### config.mk
export PLATFORM = sky130hd
export DESIGN_NAME = store_merge_unit
export DESIGN_NICKNAME = d
export VERILOG_FILES = /design/src/rtl/cpu_store_pkg.sv /design/src/rtl/store_byte_merge.sv /design/src/rtl/store_merge_unit.sv
export SDC_FILE = /design/constraint.sdc
export NUM_CORES = 1
export LEC_CHECK = 0
export BUFFER_PORTS_ARGS = -buffer_cell sky130_fd_sc_hd__buf_2
export CORE_ASPECT_RATIO = 0.6
export CORE_MARGIN = 3
export CORE_UTILIZATION = 55
export CTS_BUF_LIST = sky130_fd_sc_hd__clkbuf_16
export DETAILED_ROUTE_END_ITERATION = 10
export GPL_ROUTABILITY_DRIVEN = 0
export PLACE_DENSITY_LB_ADDON = 0.05
export SYNTH_ARGS = -nofsm -noshare
export SYNTH_HDL_FRONTEND = slang
export SYNTH_SLANG_ARGS = --single-unit
### constraint.sdc
create_clock -name clk -period 4.3 [get_ports clk]
set_clock_uncertainty 0.15 [all_clocks]
set_input_delay 0.86 -clock clk [delete_from_list [all_inputs] [get_ports clk]]
set_output_delay 0.86 -clock clk [all_outputs]
set_load 0.03 [all_outputs]
### src/rtl/cpu_store_pkg.sv
// rtl/cpu_store_pkg.sv - shared size encodings, FSM states and alignment helper for the store path
package cpu_store_pkg;

    localparam logic [1:0] SZ_WORD = 2'b00;
    localparam logic [1:0] SZ_HALF = 2'b01;
    localparam logic [1:0] SZ_BYTE = 2'b10;
    localparam logic [1:0] SZ_RSVD = 2'b11;

    typedef enum logic [2:0] {
        ST_IDLE,
        ST_READ,
        ST_MERGE,
        ST_WRITE,
        ST_DONE
    } store_state_e;

    function automatic logic store_misaligned(input logic [1:0] size, input logic [1:0] lane);
        logic bad;
        bad = 1'b0;
        case (size)
            SZ_WORD: bad = (lane != 2'b00);
            SZ_HALF: bad = lane[0];
            default: bad = 1'b0;
        endcase
        return bad;
    endfunction

endpackage

### src/rtl/store_byte_merge.sv
// rtl/store_byte_merge.sv - little-endian lane merge of store data into an existing memory word
module store_byte_merge
    import cpu_store_pkg::*;
(
    input  logic [31:0] old_word,
    input  logic [31:0] data,
    input  logic [1:0]  size,
    input  logic [1:0]  lane,
    output logic [31:0] merged
);

    // Halfword placement looks only at lane[1], so an odd halfword address lands on its aligned half
    always_comb begin
        merged = old_word;
        case (size)
            SZ_WORD: merged = data;
            SZ_HALF: begin
                if (lane[1]) merged[31:16] = data[15:0];
                else         merged[15:0]  = data[15:0];
            end
            SZ_BYTE: merged[8*lane +: 8] = data[7:0];
            default: merged = old_word;
        endcase
    end

endmodule

### src/rtl/store_merge_unit.sv
// rtl/store_merge_unit.sv - multicycle sw/sh/sb sequencer with read-modify-write; STORE_ALIGN_CHECK_EN enables misalignment aborts
module store_merge_unit
    import cpu_store_pkg::*;
#(
    parameter int MEM_LAT = 1
) (
    input  logic        clk,
    input  logic        reset,
    input  logic        start,
    input  logic [1:0]  size,
    input  logic [31:0] addr,
    input  logic [31:0] wdata,
    output logic        busy,
    output logic        done,
    output logic        align_err,
    output logic [31:0] mem_addr,
    output logic        mem_wr,
    output logic [31:0] mem_wdata,
    input  logic [31:0] mem_rdata
);

    localparam int CW = (MEM_LAT > 1) ? $clog2(MEM_LAT) : 1;
    localparam logic [CW-1:0] CNT_LAST = CW'(MEM_LAT - 1);

    store_state_e state_q, state_d;
    logic [1:0]    size_q;
    logic [31:0]   addr_q;
    logic [31:0]   wdata_q;
    logic [31:0]   wdata_out_q;
    logic          err_q;
    logic [CW-1:0] cnt_q;
    logic          abort_req;
    logic [31:0]   merged;

`ifdef STORE_ALIGN_CHECK_EN
    assign abort_req = (size == SZ_RSVD) || store_misaligned(size, addr[1:0]);
`else
    assign abort_req = (size == SZ_RSVD);
`endif

    store_byte_merge u_merge (
        .old_word (mem_rdata),
        .data     (wdata_q),
        .size     (size_q),
        .lane     (addr_q[1:0]),
        .merged   (merged)
    );

    assign mem_addr  = {addr_q[31:2], 2'b00};
    assign mem_wdata = wdata_out_q;

    always_ff @(posedge clk) begin
        if (reset) state_q <= ST_IDLE;
        else       state_q <= state_d;
    end

    always_comb begin
        state_d   = state_q;
        busy      = 1'b1;
        done      = 1'b0;
        mem_wr    = 1'b0;
        align_err = 1'b0;
        case (state_q)
            ST_IDLE: begin
                busy = 1'b0;
                if (start) begin
                    if (abort_req)             state_d = ST_DONE;
                    else if (size == SZ_WORD)  state_d = ST_WRITE;
                    else                       state_d = ST_READ;
                end
            end
            ST_READ:  if (cnt_q == CNT_LAST) state_d = ST_MERGE;
            ST_MERGE: state_d = ST_WRITE;
            ST_WRITE: begin
                mem_wr  = 1'b1;
                state_d = ST_DONE;
            end
            ST_DONE: begin
                done      = 1'b1;
                align_err = err_q;
                state_d   = ST_IDLE;
            end
            default: state_d = ST_IDLE;
        endcase
    end

    // Request fields are captured only in IDLE so a stray start later cannot disturb mem_addr
    always_ff @(posedge clk) begin
        if (reset) begin
            size_q      <= SZ_WORD;
            addr_q      <= '0;
            wdata_q     <= '0;
            wdata_out_q <= '0;
            err_q       <= 1'b0;
            cnt_q       <= '0;
        end else begin
            case (state_q)
                ST_IDLE: begin
                    if (start) begin
                        size_q  <= size;
                        addr_q  <= addr;
                        wdata_q <= wdata;
                        err_q   <= abort_req;
                        cnt_q   <= '0;
                        if (size == SZ_WORD && !abort_req) wdata_out_q <= wdata;
                    end
                end
                ST_READ:  cnt_q <= cnt_q + 1'b1;
                ST_MERGE: wdata_out_q <= merged;
                default: ;
            endcase
        end
    end

endmodule

==> results.sh <==
export IMPL_ant_nets=0
export IMPL_wire_per_inst_um=16.6
export IMPL_vias=5312
export IMPL_clkTransAtPathRegs_ns=0.07
export IMPL_worstPathMaxFanout=26
export IMPL_wl_met3_um=1420
export IMPL_async_reset_ff_frac=0
export IMPL_power_switching_uw=981
export IMPL_area_growth_pct=15.3
export IMPL_fillCellCount=844
export IMPL_route_top_layer_used="met4"
export IMPL_post_route_period_util=0.671
export IMPL_cts_sinks=103
export IMPL_coreArea_um2=9290
export IMPL_dp_hpwl_um=10700
export IMPL_max_slew_worst_pin_slew_ns=1.03
export IMPL_crit_type="reg -> out"
export IMPL_finalSetupTns_ns=0
export IMPL_nets=887
export IMPL_combPwrFrac=0.270
export IMPL_ys_seq_area_frac=0.387
export IMPL_routed_wl_met2_um=6740
export IMPL_synth_seq_cells=103
export IMPL_final_seq_area_um2=2060
export IMPL_grt_max_degree=74
export IMPL_synth_edff_count=0
export IMPL_cts_tree="yes"
export IMPL_insertion_delay_ns=0.34
export IMPL_io_buffers=166
export IMPL_hold_class="reg -> reg"
export IMPL_powerDensity_nw_per_um2=447
export IMPL_end_kind="output port"
export IMPL_die_y_um=82.2
export IMPL_synth_top_area_share=0.387
export IMPL_startpoint_type="flip-flop"
export IMPL_numCtsBuffers=9
export IMPL_drtPass1Iterations=5
export IMPL_pin_count=169
export IMPL_synth_area_um2=5330
export IMPL_arrival_ns=1.88
export IMPL_total_leakage_power_uw=0.00255
export IMPL_cts_hold_buf=0
export IMPL_htree_levels=3
export IMPL_pwr_share_seq=0.425
export IMPL_wirelength_um=15200
export IMPL_slew_violations=0
export IMPL_clkPwrFrac=0.305
export IMPL_dr_first_iter_drc_count=505
export IMPL_syn_avg_cell_area_um2=7.81
export IMPL_die_width_um=133
export IMPL_row_count=27
export IMPL_peakVddDrop_uv=259
export IMPL_track_usage=0.269
export IMPL_period_minus_slack_ns=2.89
export IMPL_fmax_mhz=347
export IMPL_slew_headroom=0.315
export IMPL_synthCells=682
export IMPL_gr_total_overflow=0
export IMPL_wl_met1_um=6930
export IMPL_dp_cells=900
export IMPL_clockRootBuffer="clkbuf_16"
export IMPL_cts_setup_buffers=0
export IMPL_drcViolationCount=0
export IMPL_ys_flop_type="dfxtp_1"
export IMPL_hold_viol=0
export IMPL_yosysWarnings=0
export IMPL_rsz0062_at_grt="false"
export IMPL_first_global_vias=4676
export IMPL_grt_pass1_wl_um=23700
export IMPL_status="finished, final reports clean"
export IMPL_die_area_um2=10900
export IMPL_yosysTopAreaCell="dfxtp_1"
export IMPL_antenna_found_initial=0
export IMPL_synth_area_top_cells="dfxtp_1 (39%), nand2_1 (13%), a21oi_1 (7.7%)"
export IMPL_layout_drive_gt1_share=0.254
export IMPL_rrSetupSlack_ns=1.61
export IMPL_cts_resized=0
export IMPL_viasPerCell=5.80
export IMPL_switching_share=0.357
export IMPL_multi_input_area_um2=2720
export IMPL_finalSetupViolCount=0
export IMPL_layout_cells_non_filler=916
export IMPL_antenna_cells=0
export IMPL_clockBufferDepth=2
export IMPL_yosysUniqueCellTypes=51
export IMPL_p_int_uw=1760
export IMPL_start_util=0.573
export IMPL_required_ns=3.29
export IMPL_maxCapViolCount=0
==> Yosys cell counts (4+ instances only) <==
| library cell | n |
|---|---|
| a21oi_1 | 82 |
| dfxtp_1 | 103 |
| a221o_1 | 14 |
| o21ai_0 | 45 |
| ha_1 | 5 |
| a211oi_1 | 8 |
| a31oi_1 | 11 |
| buf_1 | 4 |
| and2_1 | 8 |
| a21o_1 | 6 |
| nand3_1 | 9 |
| o21ai_1 | 21 |
| nor2_1 | 9 |
| a21boi_0 | 5 |
| nand2_1 | 179 |
| nor3b_1 | 13 |
| a221oi_1 | 15 |
| buf_4 | 34 |
| inv_1 | 6 |
| buf_2 | 16 |
| nand2b_1 | 11 |
| buf_6 | 7 |
| o41a_1 | 5 |
| clkbuf_1 | 21 |
| nor4b_1 | 5 |
| nand3b_1 | 4 |
==> critical path, cell delays in order (launching register included) <==
cell and delay (ns):
dfxtp_1 0.90, nand2_1 0.15, nor2_1 0.24, buf_2 0.25
==> path summary, 6_finish.rpt <==
check / depth (start not counted) / endpoint / start
max: 3 / mem_wr / state_q[1]
min: 2 / mem_wdata[6] / mem_wdata[6]
max reg2reg: 4 / mem_wdata[2] / size_q[1]
min reg2reg: 2 / mem_wdata[6] / mem_wdata[6]
==> metrics by stage <==
step                total power (uW)  hold slack (ns)  instance area (um^2)   util  setup WS [ns]
finish                          2740            0.296                  6140  0.661           1.41
global route                    2880            0.319                  6140  0.661           1.28
CTS                             2750            0.296                  6140  0.661           1.43
global placement                1890            0.281                  5840  0.628           1.51
floorplan                       1750            0.282                  5330      -           1.99
detailed placement              1920            0.287                  5840  0.628           1.42
==> registers in the layout, summed over array words and instances (netlist names) <==
signal,cells
addr_q,32
cnt_q,1
err_q,1
mem_wdata,32
size_q,2
state_q,3
wdata_q,32
==> final cells by class <==
| cell class | instances | share of cell area |
|---|---|---|
| inverter | 6 | 0.00367 |
| clock inverter | 7 | 0.0128 |
| tap | 130 | 0.0265 |
| timing repair buffer | 171 | 0.141 |
| multi-input combinational | 490 | 0.443 |
| clock buffer | 9 | 0.0367 |
| sequential | 103 | 0.336 |
==> kinds of logic after synthesis <==
kind of cell / share of synthesized area
compound gates: 0.264
buf+inv: 0.103
fa+ha+maj: 0.0117
simple gates: 0.233
other cells: 0.000704
flops: 0.387
==> cells in the final DEF (no fill, tap or decap), types with 5 or more instances in the layout <==
cell type	count
nand2_1	178
buf_2	166
dfxtp_1	103
a21oi_1	82
o21ai_0	45
o21ai_1	21
a221oi_1	15
a221o_1	14
nor3b_1	13
a31oi_1	11
nand2b_1	11
nor2_1	9
nand3_1	9
clkbuf_16	9
a211oi_1	8
and2_1	7
inv_1	6
a21o_1	6
nor4b_1	5
a21boi_0	5
o41a_1	5
ha_1	5
buf_4	5
==> metal layers <==
metal / GRT usage / vias up
met2: 0.418 / 260
met3: 0.0569 / 20
li1: - / 2561
met5: 0 / -
met1: 0.388 / 2471
met4: 0.0560 / 0
==> power groups by stage <==
stage	Clock (uW)	Combinational, uW	Sequential, uW
after floorplan	0	550	1200
after global routing	891	812	1180
after detailed placement	0	734	1180
final	838	740	1170
after CTS	852	738	1160
after global placement	0	716	1180
Power figures use the tool's default switching activity.
